**config.mk**
```make
export PLATFORM = sky130hd
export DESIGN_NAME = tdc_enc_arbiter
export DESIGN_NICKNAME = d
export VERILOG_FILES = /design/src/rtl/tdc_enc_pkg.sv /design/src/rtl/tdc_enc_arbiter_encode8b3b.sv /design/src/rtl/tdc_enc_arbiter.sv
export SDC_FILE = /design/constraint.sdc
export NUM_CORES = 1
export LEC_CHECK = 0
export CAP_MARGIN = 20
export CORE_MARGIN = 2
export CORE_UTILIZATION = 30
export DETAILED_ROUTE_END_ITERATION = 12
export DONT_BUFFER_PORTS = 1
export SLEW_MARGIN = 20
export SYNTH_ARGS = -nofsm -noshare
export SYNTH_HDL_FRONTEND = slang
export SYNTH_SLANG_ARGS = --single-unit
export TNS_END_PERCENT = 1
```
**constraint.sdc**
```tcl
create_clock -name clk -period 5 [get_ports clk]
set_input_delay 1.25 -clock clk [delete_from_list [all_inputs] [get_ports clk]]
set_output_delay 1.25 -clock clk [all_outputs]
set_load 0.01 [all_outputs]
```
**src/rtl/tdc_enc_pkg.sv**
```systemverilog
// tdc_enc_pkg: shared TDC encoder widths, default level and round-robin pick helper
package tdc_enc_pkg;
  localparam int THERM_W = 8;
  localparam int BIN_W = 3;
  localparam logic [2:0] LEVEL_DEFAULT = 3'd1;
  localparam int RR_MAX = 16;
  typedef struct packed {
    logic       found;
    logic [3:0] idx;
  } rr_pick_t;
  // First set request at or above ptr, wrapping modulo n; later loop passes win, so scan downward
  function automatic rr_pick_t rr_pick(input logic [RR_MAX-1:0] req, input logic [3:0] ptr, input int n);
    rr_pick_t r;
    int j;
    r = '0;
    for (int i = RR_MAX - 1; i >= 0; i--) begin
      j = (int'(ptr) + i) % n;
      if (i < n && req[j]) r = '{found: 1'b1, idx: 4'(j)};
    end
    return r;
  endfunction
endpackage

```
**src/rtl/tdc_enc_arbiter_encode8b3b.sv**
```systemverilog
// encode8b3b: bubble-tolerant 8b thermometer to 3b fine-time encoder
module encode8b3b
  import tdc_enc_pkg::*;
(
  input  logic [THERM_W-1:0] code,
  input  logic [2:0]         lvl,
  output logic [BIN_W-1:0]   bin,
  output logic               bubble,
  output logic               err
);
  logic [2:0] l, r, span, eff;
  always_comb begin
    l = 3'd7;
    for (int i = THERM_W - 1; i >= 0; i--) if (code[i]) l = 3'(i);
    r = 3'd0;
    for (int i = 0; i < THERM_W; i++) if (code[i]) r = 3'(i);
    span = r - l;
    eff = lvl == 3'd0 ? LEVEL_DEFAULT : lvl;
    err = span >= eff;
    bubble = span != 3'd0;
    bin = err ? 3'd0 : span <= 3'd1 ? l : l + 3'd1;
  end
endmodule

```
**src/rtl/tdc_enc_arbiter.sv**
```systemverilog
// tdc_enc_arbiter: round-robin sharing of one encode8b3b across NCH channels with stats
module tdc_enc_arbiter
  import tdc_enc_pkg::*;
#(
  parameter int NCH = 4,
  parameter int CNTW = 16,
  localparam int CHW = $clog2(NCH)
) (
  input  logic                 clk,
  input  logic                 rst_n,
  input  logic [2:0]           level_i,
  input  logic [NCH-1:0]       ch_valid,
  input  logic [8*NCH-1:0]     ch_code,
  output logic [NCH-1:0]       ch_ready,
  output logic                 out_valid,
  input  logic                 out_ready,
  output logic [CHW-1:0]       out_ch,
  output logic [BIN_W-1:0]     out_bin,
  output logic                 out_bubble,
  output logic                 out_err,
  input  logic                 cnt_clr,
  output logic [CNTW-1:0]      bubble_cnt,
  output logic [CNTW-1:0]      err_cnt
);
  rr_pick_t pick;
  logic [CHW-1:0] idx, ptr_q, ptr_d, out_ch_q, out_ch_d;
  logic [THERM_W-1:0] code;
  logic [BIN_W-1:0] enc_bin, out_bin_q, out_bin_d;
  logic enc_bubble, enc_err, can_load, xfer;
  logic out_valid_q, out_valid_d, out_bubble_q, out_bubble_d, out_err_q, out_err_d;
  logic [CNTW-1:0] bubble_cnt_q, bubble_cnt_d, err_cnt_q, err_cnt_d;
  encode8b3b u_enc (.code(code), .lvl(level_i), .bin(enc_bin), .bubble(enc_bubble), .err(enc_err));
  // rst_n gating keeps ch_ready low during reset even though can_load is already true
  always_comb begin
    pick = rr_pick(RR_MAX'(ch_valid), 4'(ptr_q), NCH);
    idx = CHW'(pick.idx);
    can_load = !out_valid_q | out_ready;
    xfer = pick.found & can_load & rst_n;
    ch_ready = xfer ? NCH'(1) << idx : '0;
    code = ch_code[idx*THERM_W +: THERM_W];
    out_valid_d = xfer | (out_valid_q & !out_ready);
    out_ch_d = xfer ? idx : out_ch_q;
    out_bin_d = xfer ? enc_bin : out_bin_q;
    out_bubble_d = xfer ? enc_bubble : out_bubble_q;
    out_err_d = xfer ? enc_err : out_err_q;
    ptr_d = !xfer ? ptr_q : idx == CHW'(NCH - 1) ? '0 : idx + 1'b1;
    bubble_cnt_d = cnt_clr ? '0 : (xfer & enc_bubble & ~&bubble_cnt_q) ? bubble_cnt_q + 1'b1 : bubble_cnt_q;
    err_cnt_d = cnt_clr ? '0 : (xfer & enc_err & ~&err_cnt_q) ? err_cnt_q + 1'b1 : err_cnt_q;
  end
  always_ff @(posedge clk or negedge rst_n) begin
    if (!rst_n) begin
      out_valid_q <= 1'b0;
      out_ch_q <= '0;
      out_bin_q <= '0;
      out_bubble_q <= 1'b0;
      out_err_q <= 1'b0;
      ptr_q <= '0;
      bubble_cnt_q <= '0;
      err_cnt_q <= '0;
    end else begin
      out_valid_q <= out_valid_d;
      out_ch_q <= out_ch_d;
      out_bin_q <= out_bin_d;
      out_bubble_q <= out_bubble_d;
      out_err_q <= out_err_d;
      ptr_q <= ptr_d;
      bubble_cnt_q <= bubble_cnt_d;
      err_cnt_q <= err_cnt_d;
    end
  end
  assign out_valid = out_valid_q;
  assign out_ch = out_ch_q;
  assign out_bin = out_bin_q;
  assign out_bubble = out_bubble_q;
  assign out_err = out_err_q;
  assign bubble_cnt = bubble_cnt_q;
  assign err_cnt = err_cnt_q;
endmodule

```
### Word level (Yosys, flattened, before mapping)

Cells that the tools add are included.

| operators by class | value |
|---|---|
| $add $sub $neg | 8 |
| reduce and logical (&&, ||, !) cells | 13 |
| magnitude comparators | 6 |
| equality and inequality tests | 1 |
| multiplexer cells | 38 |
| bitwise logic cells | 12 |
| shift operators | 2 |

Operators by type and width:

| cell | number |
|---|---|
| 16-bit 2-to-1 mux | 4 |
| 3-bit 2-to-1 mux | 11 |
| 16-bit by 1-bit adder with 16-bit output, second input constant | 2 |
| 16-bit AND reduction | 2 |
| 32-bit by 6-bit variable part select with 8-bit output | 1 |
| 5-bit 2-to-1 mux | 4 |
| 3-bit by 6-bit less-than comparator with 1-bit output, second input constant | 3 |
| 2-bit 2-to-1 mux | 5 |
| 1-bit binary-select mux with 3-bit select | 3 |
| 1-bit 2-to-1 mux | 9 |
| 1-bit bitwise AND | 7 |
| 2-bit OR reduction | 3 |
| 2-bit by 5-bit less-than comparator with 1-bit output, second input constant | 1 |
| 2-bit by 1-bit adder with 2-bit output, second input constant | 2 |
| 2-bit adder, second input constant | 2 |
| 1-bit zero test | 4 |
| 4-bit 2-to-1 mux | 1 |
| 2-bit nonzero test | 2 |
| 1-bit by 2-bit << shifter with 4-bit output, first input constant | 1 |
| 3-bit by 1-bit adder with 3-bit output, second input constant | 1 |
| 1-bit bitwise AND, first input constant | 3 |
| 3-bit >= comparator | 1 |
| 3-bit by 1-bit less-or-equal comparator with 1-bit output, second input constant | 1 |
| 3-bit zero test | 1 |
| 5 further kinds | 6 |

| word-level totals | value |
|---|---|
| register bits | 42 |
| input bits | 43 |
| word-level logic and storage cells | 88 |
| output and inout bits | 44 |

### Logic depth before layout (Yosys ltp)

Gate-level depths: netlist (run 1).

| depth | value |
|---|---|
| word-level depth | 24 |
| gate-level depth with buffers | 19 |
| mapped depth without buffers | 18 |

### Hierarchy

Synthesis (run 1) repeated with hierarchy kept, for this count alone.

| unflattened totals | value |
|---|---|
| cell total of the unflattened synthesis | 320 |
| area total of the unflattened synthesis | 2889.0 µm² |

By module, submodules not included:

| module | area each (µm²) | cells an instance | sequential area each (µm²) | times used |
|---|---|---|---|---|
| tdc_enc_arbiter | 2553.7 | 277 | 1051.0 | 1 |
| encode8b3b | 335.3 | 43 | 0.0 | 1 |

### Worst setup path after synthesis (run 1)

OpenSTA, ideal clock, no wires.

| timing path | value |
|---|---|
| path type | input port to flip-flop |
| start point | input ch_valid[0] |
| end point | register err_cnt_q[2], in the netlist err_cnt[2] |
| path buffers | 2 |
| cell stages on the path | 19 |
| data required time | 4873 ps |
| setup time | 127 ps |
| slack | -276 ps |
| arrival | 5148 ps |
| path through | nand2_1 -> nand3_1 -> a21oi_1 -> buf_6 -> buf_6 -> mux2i_1 -> mux2_4 -> o21ai_0 -> a21o_1 -> a21boi_0 -> ha_1 -> inv_1 -> fa_1 -> ha_1 -> a21oi_1 -> inv_1 -> maj3_1 -> and3_1 -> mux2_1 |

RTL lines:

| item | line | RTL |
|---|---|---|
| start: declaration | tdc_enc_arbiter.sv:12 | `input logic [NCH-1:0] ch_valid,` |
| end signal: assignment | tdc_enc_arbiter.sv:68 | `err_cnt_q <= err_cnt_d;` |
| end: declaration | tdc_enc_arbiter.sv:31 | `logic [CNTW-1:0] bubble_cnt_q, bubble_cnt_d, err_cnt_q, err_cnt_d;` |

### Worst setup path in the final report (run 1)

| timing path | value |
|---|---|
| start point | input ch_valid[0] |
| end point | register err_cnt_q[6], in the netlist err_cnt[6] |

| on the way | value |
|---|---|
| cells in the longest elaborated chain, start to end | 20 |
| elaborated cells on any way between the ends | 37 |
| those cells by class | add/sub: 1; order compare: 1; shift: 1; mux: 29; bitwise: 4; reduce/logical: 1 |

RTL lines:

| item | line | RTL |
|---|---|---|
| 1-bit binary-select mux with 3-bit select | tdc_enc_pkg.sv:18 | `if (i < n && req[j]) r = '{found: 1'b1, idx: 4'(j)};` |
| 1-bit 2-to-1 mux (not written as such) (2 in a row) | tdc_enc_pkg.sv:18 |  |
| 5-bit 2-to-1 mux (3 in a row) | tdc_enc_pkg.sv:18 |  |
| 5-bit 2-to-1 mux * | tdc_enc_pkg.sv:18 |  |
| 32-bit by 6-bit variable part select with 8-bit output | tdc_enc_arbiter.sv:40 | `code = ch_code[idx*THERM_W +: THERM_W];` |
| 1-bit 2-to-1 mux, on equally long branches | tdc_enc_arbiter_encode8b3b.sv:16, tdc_enc_arbiter_encode8b3b.sv:14 |  |
| 2-bit 2-to-1 mux, on equally long branches (2 in a row) | tdc_enc_arbiter_encode8b3b.sv:16, tdc_enc_arbiter_encode8b3b.sv:14 |  |
| 3-bit 2-to-1 mux, on equally long branches (4 in a row) | tdc_enc_arbiter_encode8b3b.sv:16, tdc_enc_arbiter_encode8b3b.sv:14 |  |
| 3-bit subtractor | tdc_enc_arbiter_encode8b3b.sv:17 | `span = r - l;` |
| 3-bit >= comparator | tdc_enc_arbiter_encode8b3b.sv:19 | `err = span >= eff;` |
| 1-bit bitwise AND * (2 in a row) | tdc_enc_arbiter.sv:48 | `err_cnt_d = cnt_clr ? '0 : (xfer & enc_err & ~&err_cnt_q) ? err_cnt_q + 1'b1 : err_cnt_q;` |
| 2-bit nonzero test (no line) * | -- |  |

Mark *: on every way between the ends. The rest lies on a longest branch, timed or not. The select of a mux whose other input is x is not followed.
A chain may end at the register's enable or synchronous reset.

==> results.yml, run 1 <==
yosys:
  ys_ff_latch: 42
  async_flop_share_pct: 100.0
  synth_ff_type: "dfrtp_1"
  syn_nets: 385
  yosysTopAreaCell: "dfrtp_1"
  synthTopCellsByArea: "dfrtp_1, mux2i_1, a21oi_1, ha_1, mux2_2"
  synth_edf_count: 0
  syn_avg_cell_area_um2: 9.155
  syn_area_um2: 3030
  synth_cell_type_count: 49
  ys_seq_area_share_pct: 34.68
  syn-instance-count: 331
  synth_top_area_share_pct: 34.68
  ys_warn_count: 0
final_layout:
  n_fill_cell: 1011
  register_area_um2: 1051
  area_growth_pct: 9.414
  multi_input_area_um2: 1827
  final_common_cell: "dfrtp_1"
  diodes: 0
  layout_common_cells: "dfrtp_1, a21oi_1, nand2_1"
  drive_above_1_share_pct: 12.99
  design_area_um2: 3316
  nets: 384
critical_path:
  cp.arrival_ns: 4.85
  required_ns: 5.23
  crit_path_end_kind: "flip-flop"
  cp-start-kind: "input port"
  crit_fanout: 22
  criticalPathCategory: "in2reg"
grt:
  gr-total-overflow: 0
  grt_max_degree: 45
  grtUsageTotal_pct: 13.63
  grt_pass1_wl_um: 12220
  antenna_found_initial: 0
  grt_pass1_vias: 2469
route:
  drt_iter0_drc: 104
  vias: 2448
  dr.pass1.iters: 4
  remaining_drc_errors: 0
  wl_um: 7245
  antenna_left: 0
  wl_per_cell_um: 15.61
  routed_via_density: 5.276
timing:
  setup_violations: 0
  rsz0062_at_grt: "no"
  hold_viol_final: 0
  worst_pin_slew_ns: 0.4953
  relSlewSlack_pct: 66.55
  tns_ns: 0
  fin_crit_sh_pct: 92.37
  final_max_slew_viol_count: 0
  finalClockSkew_ns: 0.01544
  period_minus_slack_ns: 4.618
  fmax_mhz: 216.5
die:
  die_h_um: 104.5
  ios: 87
  rows: 36
  floorplan.initialDensity_pct: 31.00
  fp.dieW_um: 104.5
  dieArea_um2: 10920
  coreArea_um2: 9774
clock_network:
  insertion_delay_ns: 0.31
  clk_path_buf_depth: 2
  htreeDepth: 2
  root_buffer: "clkbuf_8"
  cts_tree: "built"
  hold_buffers: 0
  cts.clk_slew.worst_paths_ns: 0.08
  post_cts.repair.setup_buffers: 0
  cts_sinks: 42
  postCtsResizedCells: 0
  cts_made_buffers: 5
placement:
  port-buffer-count: 0
  place.gp.congestion: 0.7956
  post_dp_cell_area_um2: 3203
  hpwl_um: 5329
run_status:
  status: "finished, final reports clean"
power:
  power.leakage_nw: 1.472
  finalPower_mw: 1.395
  vdd_ir_drop_max_v: 0.0001489
  power_density_nw_per_um2: 420.6
run:
  maxCapViolCount: 0
hold_path:
  hold_path_class: "reg2reg"
==> synthesized netlist by cell type, drive strengths merged, types with 5 or more instances <==
cell and count:
a31oi 6, dfrtp 42, mux2 18, o31ai 5, buf 6, nand4 12, mux2i 20, clkbuf 13
nand2b 6, nor2b 11, or3 6, o21ai 15, nand3 9, a21oi 25, nand2 22, ha 10
inv 17, nor2 20, and3 17, and2 10
==> kinds of logic (layout without fill, tap and decap cells) <==
| family | after synthesis | count (layout) | synth area share, % |
|---|---|---|---|
| fa+ha+maj | 13 | 13 | 5.491 |
| simple gates | 122 | 122 | 22.05 |
| xor+xnor | 7 | 7 | 2.973 |
| mux | 38 | 38 | 13.79 |
| compound gates | 73 | 73 | 15.53 |
| buf+inv | 36 | 36 | 5.491 |
| flops | 42 | 42 | 34.68 |
==> area by class of cell <==
class	count	share of cell area, %
Multi-Input combinational cell	253	55.09
Clock inverter	3	1.321
Clock buffer	5	2.075
Tap cell	133	5.019
Inverter	17	1.925
Sequential cell	42	31.70
Timing Repair Buffer	11	2.868
==> metrics by stage <==
step	instances	hold slack (ns)	util, %	worst slack [ns]
finish	464	0.5492	33.92	0.3815
global route	464	0.5860	33.92	0.06583
detailed placement	456	0.5386	32.77	0.04635
global placement	456	0.5076	32.77	0.1177
CTS	464	0.5581	33.92	0.3648
floorplan	331	0.4837	-	0.001272
==> final timing paths <==
kind                        startpoint          end  slack (ns)  cells past startpoint
min                           ptr_q[0]     ptr_q[0]        0.55                      2
max in group asynchronous        rst_n     ptr_q[0]        4.28                      0
min in group asynchronous        rst_n  err_cnt[14]        0.62                      0
max                        ch_valid[0]   err_cnt[6]        0.38                     17
min reg2reg                   ptr_q[0]     ptr_q[0]        0.55                      2
max reg2reg                   ptr_q[1]   err_cnt[6]        0.84                     17
==> worst max-delay path, stage by stage <==
cell and delay (ns):
nand2_1 0.06, nand3_1 0.10, a21oi_2 0.19, buf_12 0.19, mux2i_1 0.20, mux2_4 0.20
o21ai_0 0.08, a21o_1 0.19, a21boi_2 0.15, ha_1 0.16, inv_1 0.06, fa_2 0.47
ha_1 0.30, a21oi_2 0.08, maj3_2 0.46, or4_1 0.54, a21oi_1 0.15
==> routing by layer <==
metal,part of all wire (%),GRT usage [%],wire length (µm),vias to the layer above
met5,0,0,0,-
met4,1.3,4.054,93,0
met3,7.2,4.574,523,5
met2,49,23.30,3523,78
met1,43,16.17,3104,1177
li1,-,-,-,1188
==> power by group <==
part / switching, mW / internal (mW)
sequential: 0.0459 / 0.371
combinational: 0.386 / 0.313
clock: 0.130 / 0.150
total: 0.561 / 0.833
==> flip-flops by register name, summed over array words and instances, names as in the netlist <==
name	flops
out_bin	3
out_ch	2
ptr_q	2
out_bubble	1
err_cnt	16
bubble_cnt	16
out_err	1
out_valid	1
No activity file was read; power rests on OpenSTA's default activity.
==> run 2, diff against run 1 <==
--- a/config.mk
+++ b/config.mk
@@ -8,6 +8,7 @@
 export CAP_MARGIN = 20
 export CORE_MARGIN = 2
 export CORE_UTILIZATION = 30
+export CTS_CLUSTER_SIZE = 10
 export DETAILED_ROUTE_END_ITERATION = 12
 export DONT_BUFFER_PORTS = 1
 export SLEW_MARGIN = 20
==> results of run 2 <==
Final layout, timing and power as in run 1 (identical DEF).
